===== src/rtl/conv_post_quant.sv =====
// Convolution post-processing: bias add, round-half-up right shift, optional ReLU,
// signed saturation. Two-stage elastic pipeline. Define CONV_POST_RELU_EN to clamp negatives to 0.
module conv_post_quant #(
   parameter int IN_WIDTH    = 20,
   parameter int BIAS_WIDTH  = 16,
   parameter int OUT_WIDTH   = 8,
   parameter int SHIFT_WIDTH = 5,
   parameter int OUT_PIXELS  = 900
) (
   input  logic                          clk,
   input  logic                          rst_n,
   input  logic signed [IN_WIDTH-1:0]    din,
   input  logic                          din_valid,
   output logic                          din_ready,
   output logic signed [OUT_WIDTH-1:0]   dout,
   output logic                          dout_valid,
   input  logic                          dout_ready,
   output logic                          dout_last,
   input  logic signed [BIAS_WIDTH-1:0]  bias_config,
   input  logic [SHIFT_WIDTH-1:0]        shift_config,
   input  logic                          config_en
);

   localparam int SUM_W = ((IN_WIDTH > BIAS_WIDTH) ? IN_WIDTH : BIAS_WIDTH) + 1;
   localparam int RND_W = SUM_W + 1;
   localparam int SH_W  = $clog2(IN_WIDTH + 1);
   localparam int CNT_W = (OUT_PIXELS > 1) ? $clog2(OUT_PIXELS) : 1;
   localparam logic [CNT_W-1:0] CNT_LAST = CNT_W'(OUT_PIXELS - 1);
   localparam logic signed [RND_W-1:0] OUT_MAX = RND_W'(2 ** (OUT_WIDTH - 1) - 1);
   localparam logic signed [RND_W-1:0] OUT_MIN = ~OUT_MAX;

   logic signed [BIAS_WIDTH-1:0]  bias_q;
   logic [SHIFT_WIDTH-1:0]        shift_q;
   logic                          s1_valid_q;
   logic signed [SUM_W-1:0]       s1_sum_q, s1_sum_d;
   logic [SH_W-1:0]               s1_shift_q, s1_shift_d;
   logic                          dout_valid_q;
   logic signed [OUT_WIDTH-1:0]   dout_q, dout_d;
   logic [CNT_W-1:0]              cnt_q, cnt_d;
   logic                          s2_adv;
   logic signed [RND_W-1:0]       half, rnd, shifted, act;

   // S2 can take a new value when empty or when its current one leaves this cycle.
   assign s2_adv     = !dout_valid_q || dout_ready;
   assign din_ready  = !s1_valid_q || s2_adv;
   assign dout       = dout_q;
   assign dout_valid = dout_valid_q;
   assign dout_last  = dout_valid_q && (cnt_q == CNT_LAST);

   always_comb begin
      s1_sum_d   = SUM_W'(din) + SUM_W'(bias_q);
      s1_shift_d = (int'(shift_q) > IN_WIDTH) ? SH_W'(IN_WIDTH) : SH_W'(shift_q);
   end

   always_comb begin
      half = '0;
      if (s1_shift_q != '0) half = RND_W'(1) << (s1_shift_q - SH_W'(1));
      rnd     = RND_W'(s1_sum_q) + half;
      shifted = rnd >>> s1_shift_q;
      act     = shifted;
`ifdef CONV_POST_RELU_EN
      if (shifted < 0) act = '0;
`endif
      if (act > OUT_MAX)      dout_d = OUT_WIDTH'(OUT_MAX);
      else if (act < OUT_MIN) dout_d = OUT_WIDTH'(OUT_MIN);
      else                    dout_d = OUT_WIDTH'(act);
   end

   always_comb begin
      cnt_d = cnt_q;
      if (dout_valid_q && dout_ready) cnt_d = (cnt_q == CNT_LAST) ? '0 : cnt_q + CNT_W'(1);
   end

   always_ff @(posedge clk or negedge rst_n) begin
      if (!rst_n) begin
         bias_q       <= '0;
         shift_q      <= '0;
         s1_valid_q   <= 1'b0;
         s1_sum_q     <= '0;
         s1_shift_q   <= '0;
         dout_valid_q <= 1'b0;
         dout_q       <= '0;
         cnt_q        <= '0;
      end else begin
         // Sample captures the old bias/shift even when config_en fires on the same edge.
         if (config_en) begin
            bias_q  <= bias_config;
            shift_q <= shift_config;
         end
         if (din_ready) begin
            s1_valid_q <= din_valid;
            if (din_valid) begin
               s1_sum_q   <= s1_sum_d;
               s1_shift_q <= s1_shift_d;
            end
         end
         if (s2_adv) begin
            dout_valid_q <= s1_valid_q;
            if (s1_valid_q) dout_q <= dout_d;
         end
         cnt_q <= cnt_d;
      end
   end

endmodule


===== config.mk =====
export PLATFORM = sky130hd
export DESIGN_NAME = conv_post_quant
export DESIGN_NICKNAME = d
export VERILOG_FILES = /design/src/rtl/conv_post_quant.sv
export SDC_FILE = /design/constraint.sdc
export NUM_CORES = 1
export LEC_CHECK = 0
export ABC_AREA = 0
export CELL_PAD_IN_SITES_DETAIL_PLACEMENT = 1
export CELL_PAD_IN_SITES_GLOBAL_PLACEMENT = 2
export CORE_MARGIN = 5
export CORE_UTILIZATION = 36
export CTS_CLUSTER_DIAMETER = 120
export DETAILED_ROUTE_END_ITERATION = 7
export HOLD_SLACK_MARGIN = 0.02
export PLACE_DENSITY_LB_ADDON = 0.3
export RECOVER_POWER = 25
export SLEW_MARGIN = 5
export SYNTH_ARGS = -nofsm -noshare
export SYNTH_HDL_FRONTEND = slang
export SYNTH_SLANG_ARGS = --single-unit

===== constraint.sdc =====
create_clock -name clk -period 4.7 [get_ports clk]
set_input_delay 0.94 -clock clk [delete_from_list [all_inputs] [get_ports clk]]
set_output_delay 0.94 -clock clk [all_outputs]
set_load 0.02 [all_outputs]

Word-level counts from Yosys, hierarchy flattened
Index checks and enable logic that the tools add are counted.

Register bits: 67.

Add/subtract/negate cells: 4. $lt $le $gt $ge: 3. Equal/unequal tests: 1. Shift-type cells: 2. Mux-type cells: 5. Reduce and logical (&&, ||, !) cells: 9.

Operators with widths (number): 21-bit by 22-bit adder with 22-bit output (1); 22-bit by 8-bit > comparator with 1-bit output, second input constant (1); 22-bit by 8-bit < comparator with 1-bit output, second input constant (1); 22-bit two-way mux (1); 1-bit by 5-bit << shifter with 22-bit output, first input constant (1); 22-bit by 5-bit >>> shifter with 22-bit output (1); 20-bit by 16-bit adder with 21-bit output (1); 8-bit two-way mux (2); 10-bit by 1-bit adder with 10-bit output, second input constant (1); 10-bit == test, second input constant (1); 10-bit two-way mux (1); 5-bit > comparator, second input constant (1); 5-bit two-way mux (1); 5-bit nonzero test (1); 5-bit by 1-bit subtractor with 5-bit output, second input constant (1); 2-bit AND reduction (2); 1-bit logical AND (2); 1-bit logical NOT (2); 1-bit logical OR (2).

Logic depth before layout (Yosys ltp)
Gate-level depths: netlist of the first run.

Word-level depth: 8. Gate-level depth with buffers: 20.

Worst setup path before layout of the first run
OpenSTA, ideal clock, no wires.

Kind: reg-to-reg. From: register s1_shift_q[1]. To: register dout_q[6], in the netlist dout[6]. Data arrival time: 4.206 ns. Required time: 4.568 ns. Path slack: 0.362 ns. Stages on the path, launching flop included: 20. Cell sequence: dfrtp_1 inv_1 buf_1 nand2_1 clkbuf_1 nor2_1 ha_1 buf_4 and4_1 a221o_1 nand2_1 a21oi_1 nor3_4 mux2i_2 o221ai_4 o2111ai_2 nor4_2 nand4_2 a211oi_1 o22ai_1.

Cells in the longest elaborated chain, start to end: 8. Elaborated cells on any way between the ends: 10. Those cells by class: 2 x add/sub; 2 x order compare; 2 x shift; 3 x mux; 1 x reduce/logical.

Ends and longest elaborated chain: start: declaration (line 36) `logic [SH_W-1:0] s1_shift_q, s1_shift_d;`; start signal: assignment (line 94) `s1_shift_q <= s1_shift_d;`; 5-bit by 1-bit subtractor with 5-bit output (line 57) `if (s1_shift_q != '0) half = RND_W'(1) << (s1_shift_q - SH_W'(1));`; 1-bit by 5-bit << shifter with 22-bit output (line 57); 22-bit two-way mux (line 57); 21-bit by 22-bit adder with 22-bit output (line 58) `rnd = RND_W'(s1_sum_q) + half;`; 22-bit by 5-bit >>> shifter with 22-bit output * (line 59) `shifted = rnd >>> s1_shift_q;`; 22-bit by 8-bit < comparator with 1-bit output (line 65) `else if (act < OUT_MIN) dout_d = OUT_WIDTH'(OUT_MIN);`; 8-bit two-way mux (line 65); 8-bit two-way mux * (line 64) `if (act > OUT_MAX) dout_d = OUT_WIDTH'(OUT_MAX);`; end signal: assignment (line 99) `if (s1_valid_q) dout_q <= dout_d;`; end: declaration (line 38) `logic signed [OUT_WIDTH-1:0] dout_q, dout_d;`.

Every way passes the cells marked *; elsewhere a longest branch is shown, timed or not. A chain may end at the register's enable or synchronous reset.

Final worst setup path of the first run
From: register s1_shift_q[3]. To: register dout_q[0], in the netlist dout[0].

The elaborated chain is that of the path after synthesis.

==> impl_metrics.ini, run 1 <==
[outcome]
status = finished, violations left
violations = capacitance limit, slew limit

[synth]
synth-warning-count = 0
netlist_instances = 839
ys_seq_elements = 67
netlist.area_leader.share_pct = 24.3
synth_top_area_cell = dfrtp_1
async_flop_share_pct = 100
avgSynthCellArea_sq_um = 8.22
synth.cell_area_sq_mm = 0.00690
seq_area_frac_synth_pct = 24.3
synth_fp_nets = 929
synth.distinct_cells = 93
synth_edf_count = 0
ys.flop_type = dfrtp_1
synth.top_cells.by_area = dfrtp_1, ha_1, nand2_1

[floorplanning]
die_y_um = 148
core_sq_mm = 0.0188
die-width_um = 148
initial_utilization_pct = 36.8
fp-row-count = 50
dieArea_sq_mm = 0.0220
ios = 57

[sta]
max_slew_margin_pct = -62.9
clock_skew_ns = 0.00951
period_minus_slack_ns = 4.55
slew_viol_final = 45
fin_crit_sh_pct = 96.8
rsz0062_at_grt = no
fmax_ghz = 0.220
setup_viol = 0
worst_slack_ns = 0.148
hold_violations = 0
worstMarginPinSlew_ns = 2.44

[cells_and_area]
drive_gt1_share_pct = 24.0
areaGrowthSynthToFinish_pct = 28.9
layout.nets = 1081
final_area_sq_mm = 0.00889
final_cells = 1230
diodes = 0

[clocking]
root_buffer = clkbuf_16
clockBufferDepth = 2
cts_tree = yes
cts_hold_buf = 0
cts_inserted_buffers = 9
h-tree-depth = 3
cts_sinks = 67
clk_latency_ns = 0.34
path_clk_slew_ns = 0.06

[pwr]
cellPowerDensity_mw_per_mm2 = 422
p_leak_nw = 3.86
peakVddDrop_mv = 0.232
p_total_mw = 3.75

[placed_design]
port_buffers = 56
post-place-cells = 1212
dp_hpwl_um = 20100
placed_area_sq_mm = 0.00847
dp_slack_ns = -0.0387
gp_congestion = 0.949

[drt]
drt_iter0_drc = 345
wirelength_um = 24200
drc = 0
via_per_inst = 5.77
wl_per_cell_um = 19.7
antenna_left = 0
first_pass_iters = 5
num_vias = 7095

[critical_path]
crit_fanout = 7
crit_required_ns = 4.96
critPathMaxStageDelay_ns = 0.42
path_class = register to register
critPathSlowestCell = dfrtp_1
worstSetupStartpointType = register
r2r_slack_ns = 0.15
path_cells = nor2_2 -> nand2_1 -> nor2_1 -> ha_2 -> o21ai_1 -> buf_4 -> o21ai_1 -> nand4_1 -> a21oi_2 -> nor3_4 -> buf_4 -> mux2i_2 -> o221ai_4 -> buf_4 -> o311ai_1 -> nand4_1 -> nor4_4 -> o21ai_4 -> o21ai_1
crit_path_end_kind = register
cp_data_arrival_time_ns = 4.81

[grt]
grt_pass1_vias = 7487
grt_util_met1_pct = 29.0
grt_usage_pct = 22.0
top_usage_layer = met2
antenna_found_initial = 0
gr-total-overflow = 0
grt_use_met3_pct = 2.86
grt_use_met2_pct = 38.2
grt_pass1_wl_um = 39300
grt_max_degree = 45

[run]
max_cap_violations = 1

[worst_hold_path]
hold_path.class = register to register
-- timing repair --
item,in CTS,in global routing
setup buffers,0,2
pin swaps,0,4
gates resized for setup,2,22
endpoints found under the setup margin,7,7
-- final timing paths --
check / start / cells past startpoint / endpoint
worst max-delay path: s1_shift_q[3]$_DFFE_PN0P_ / 19 / dout[0]$_DFFE_PN0P_
worst min-delay path: dout[7]$_DFFE_PN0P_ / 2 / dout[7]$_DFFE_PN0P_
worst max register to register: s1_shift_q[3]$_DFFE_PN0P_ / 19 / dout[0]$_DFFE_PN0P_
worst min register to register: dout[7]$_DFFE_PN0P_ / 2 / dout[7]$_DFFE_PN0P_
max in group asynchronous: rst_n / 1 / s1_shift_q[3]$_DFFE_PN0P_
min in group asynchronous: rst_n / 1 / cnt_q[7]$_DFFE_PN0P_
-- worst max-delay path: cells and delay by family, from the launching register on --
| family | cells | cell delay, ns |
|---|---|---|
| AO/OA/AOI/OAI | 7 | 1.50 |
| adder cells (fa/ha/maj) | 1 | 0.26 |
| buffers and inverters | 3 | 0.52 |
| flip-flops | 1 | 0.42 |
| multiplexers | 1 | 0.20 |
| AND/OR/NAND/NOR | 7 | 1.57 |
-- flip-flops by register name (all words and copies together), names as in the netlist --
| register | flops |
|---|---|
| s1_sum_q | 21 |
| bias_q | 16 |
| dout | 8 |
| s1_shift_q | 5 |
| cnt_q | 10 |
| dout_valid | 1 |
| s1_valid_q | 1 |
| shift_q | 5 |
-- cell usage in the layout, fill, tap and decap left out, types with 15 or more instances in the layout --
cell	Yosys	routed
ha_1	42	40
dfrtp_1	67	67
inv_1	23	22
a211oi_1	16	16
nor2_1	89	85
nand2_1	93	88
o21ai_0	53	53
buf_4	5	128
a21oi_1	48	46
mux2_2	26	26
a21o_1	16	16
nor3_1	30	28
clkdlybuf4s50_1	0	54
nand3_1	15	15
xnor2_1	20	20
-- layout make-up --
cell class | count | area (sq um)
fillers | 2263 | 9880
flip-flops and latches | 67 | 1680
clock buffers | 9 | 225
multi-input cells | 706 | 5010
well taps | 234 | 293
inverters | 23 | 86.3
repair buffers | 184 | 1520
clock inverters | 7 | 81.3
-- stage by stage --
step	hold slack, ns	util, %	setup TNS (ns)
global placement	0.468	45.2	0
detailed placement	0.482	45.2	-0.0470
global route	0.512	47.4	0
CTS	0.498	46.9	0
floorplan	0.455	-	0
finish	0.490	47.4	0
-- synth_stat cells, drive strengths merged, types with 7 or more instances --
master and count:
nand2b 11, a21oi 55, and3 12, inv 23, dfrtp 67, a31oi 7
mux2i 15, xor2 14, o21ai 71, a211oi 18, a311oi 7, a211o 7
nand4 15, nand2 94, xnor2 20, ha 42, nand3 18, o211ai 9
nor3 32, buf 23, mux2 26, and2 9, nor2 89, clkbuf 20
a21o 16, o21a 13, or3 14
-- power breakdown --
group          switching (mW)  internal, mW
combinational            1.25          1.00
clock                   0.275         0.419
sequential              0.103         0.700
total                    1.63          2.12
-- per-layer routing --
layer  up-vias  part of all wire [%]
met5         -                     0
met4         0                   1.7
li1       3425                     -
met1      3504                    45
met3        27                   3.4
met2       139                    49
-- cells by family (layout without fill, tap and decap cells) --
kind of cell               Yosys count  after routing  share of synthesized area (%)
buffers and inverters               66            223                           4.41
muxes                               45             45                           7.96
AOI/OAI and AO/OA                  262            262                           27.5
and+or+nand+nor                    319            319                           22.7
adders and majority gates           44             44                           8.20
DFF                                 67             67                           24.3
xor gates and xnor gates            36             36                           4.99
No activity file was read; power rests on OpenSTA's default activity.
==> run 2: changes to the inputs <==
Settings changed: CORE_ASPECT_RATIO set to 0.9, CORE_MARGIN 5 to unset, CTS_BUF_LIST set to sky130_fd_sc_hd__clkbuf_16.
==> impl_metrics.ini, run 2 (synthesized netlist as in run 1, its figures left out) <==
[floorplanning]
ios = 57
die_y_um = 133
initial_utilization_pct = 37.1
fp-row-count = 47
dieArea_sq_mm = 0.0197
core_sq_mm = 0.0186
die-width_um = 148

[worst_hold_path]
hold_path.class = register to register

[grt]
grt_max_degree = 47
grt_pass1_vias = 7653
antenna_found_initial = 0
gr-total-overflow = 0
grt_pass1_wl_um = 40400
grt_usage_pct = 25.9

[sta]
slew_viol_final = 0
clock_skew_ns = 0.00838
fmax_ghz = 0.222
hold_violations = 0
worst_slack_ns = 0.204
tns_ns = 0
period_minus_slack_ns = 4.50
worstMarginPinSlew_ns = 1.25
holdWs_ns = 0.488
setup_viol = 0
max_slew_margin_pct = 16.5
fin_crit_sh_pct = 95.6

[pwr]
netSwitchingPower_mw = 1.64
p_leak_nw = 3.83
pwr-share-clk_pct = 18.6
peakVddDrop_mv = 0.241
sw_frac_of_total_pct = 43.5
combPwrFrac_pct = 59.9
cellPowerDensity_mw_per_mm2 = 425
p_int_mw = 2.12
p_seq_share_pct = 21.4
p_total_mw = 3.76

[critical_path]
cp_data_arrival_time_ns = 4.71
path_class = register to register
crit_path_end_kind = register
crit_required_ns = 4.92
worstSetupStartpointType = register
r2r_slack_ns = 0.20
crit_fanout = 7

[cells_and_area]
layout_commonest_cell = buf_4
layout.nets = 1077
top_regs = s1_sum_q: 21 flops, bias_q: 16 flops, cnt_q: 10 flops
drive_gt1_share_pct = 23.3
largest_reg_flops = 21
top_register = s1_sum_q
areaGrowthSynthToFinish_pct = 28.3
fillers = 2228
most-common-layout-cells = buf_4, nand2_1, nor2_1
diodes = 0
fin_util_pct = 47.6

[placed_design]
gp_congestion = 0.917
dp_slack_ns = 0.162
dp_hpwl_um = 20100
port_buffers = 56

[clocking]
h-tree-depth = 3
cts_tree = yes
cts_sinks = 67
clockBufferDepth = 2
cts_inserted_buffers = 9
clk_latency_ns = 0.35
root_buffer = clkbuf_16
path_clk_slew_ns = 0.06

[drt]
top_layer_used = met4
wl_per_cell_um = 19.8
antenna_left = 0
wirelength_um = 24600
num_vias = 7108
drc = 0
met3_length_um = 1130
wl_met1_um = 11600
met2_length_um = 11400
via_per_inst = 5.75
drt_iter0_drc = 307
first_pass_iters = 5

[outcome]
status = finished clean

[run]
max_cap_violations = 0
run 2: cell types whose count changed in the layout (fill, tap and decap cells not counted), moves of 3 or more:
cell      before  now
a211oi_1      16   13
buf_4        128  122
nand2_1       88   91
nand2_2        6    3
o21ai_2        3    6
run 2: worst paths after layout:
check	start	end	cells after the start
min in group asynchronous	rst_n	dout[4]$_DFFE_PN0P_	1
max in group asynchronous	rst_n	s1_sum_q[19]$_DFFE_PN0P_	2
setup / recovery	s1_shift_q[0]$_DFFE_PN0P_	dout[6]$_DFFE_PN0P_	19
hold reg to reg	dout[5]$_DFFE_PN0P_	dout[5]$_DFFE_PN0P_	2
hold / removal	dout[5]$_DFFE_PN0P_	dout[5]$_DFFE_PN0P_	2
setup reg to reg	s1_shift_q[0]$_DFFE_PN0P_	dout[6]$_DFFE_PN0P_	19
run 2: area by class of cell:
type                            count  area [sq um]  area share, %
Tap cell                          245           307           3.46
Sequential cell                    67          1680           19.0
Multi-Input combinational cell    706          4990           56.3
Inverter                           23          86.3          0.975
Clock buffer                        9           225           2.54
Timing Repair Buffer              180          1490           16.8
Clock inverter                      7          82.6          0.933
run 2: worst max-delay path, cell delays in order, from the launching register on:
cell and delay [ns]:
dfrtp_1 0.45, inv_1 0.14, nand2_1 0.08, buf_4 0.18, nor2_1 0.13, ha_1 0.30
o21ai_1 0.14, buf_4 0.16, o21ai_2 0.20, nand4_1 0.27, and4_1 0.30, nor3_4 0.28
buf_4 0.18, nor3_1 0.05, a311oi_1 0.38, nand4_1 0.20, nor4_2 0.27, nand4_2 0.26
a211oi_2 0.28, o22ai_1 0.10
run 2: metal layers:
| layer | vias to the layer above | track usage, % |
|---|---|---|
| met5 | - | 0 |
| met4 | 0 | 7.62 |
| met3 | 30 | 3.66 |
| met2 | 165 | 43.2 |
| met1 | 3509 | 34.8 |
| li1 | 3404 | - |
run 2: what timing repair did:
item,in CTS,in global routing
hold buffers,0,0
setup endpoints to repair,0,7
gates resized for setup,0,21
buffers inserted,0,3
run 2: power by group through the flow:
| stage | registers (mW) | logic [mW] | clock network [mW] |
|---|---|---|---|
| after floorplan | 0.811 | 1.32 | 0 |
| after global placement | 0.807 | 2.12 | 0 |
| after detailed placement | 0.814 | 2.19 | 0 |
| after CTS | 0.806 | 2.20 | 0.718 |
| after global routing | 0.826 | 2.45 | 0.739 |
| final | 0.807 | 2.26 | 0.701 |
run 2: metrics by stage:
| stage | std cells | cell area [sq um] |
|---|---|---|
| after floorplan | 839 | 6900 |
| after global placement | 1218 | 8450 |
| after detailed placement | 1218 | 8450 |
| after CTS | 1234 | 8760 |
| after global routing | 1237 | 8850 |
| final | 1237 | 8850 |
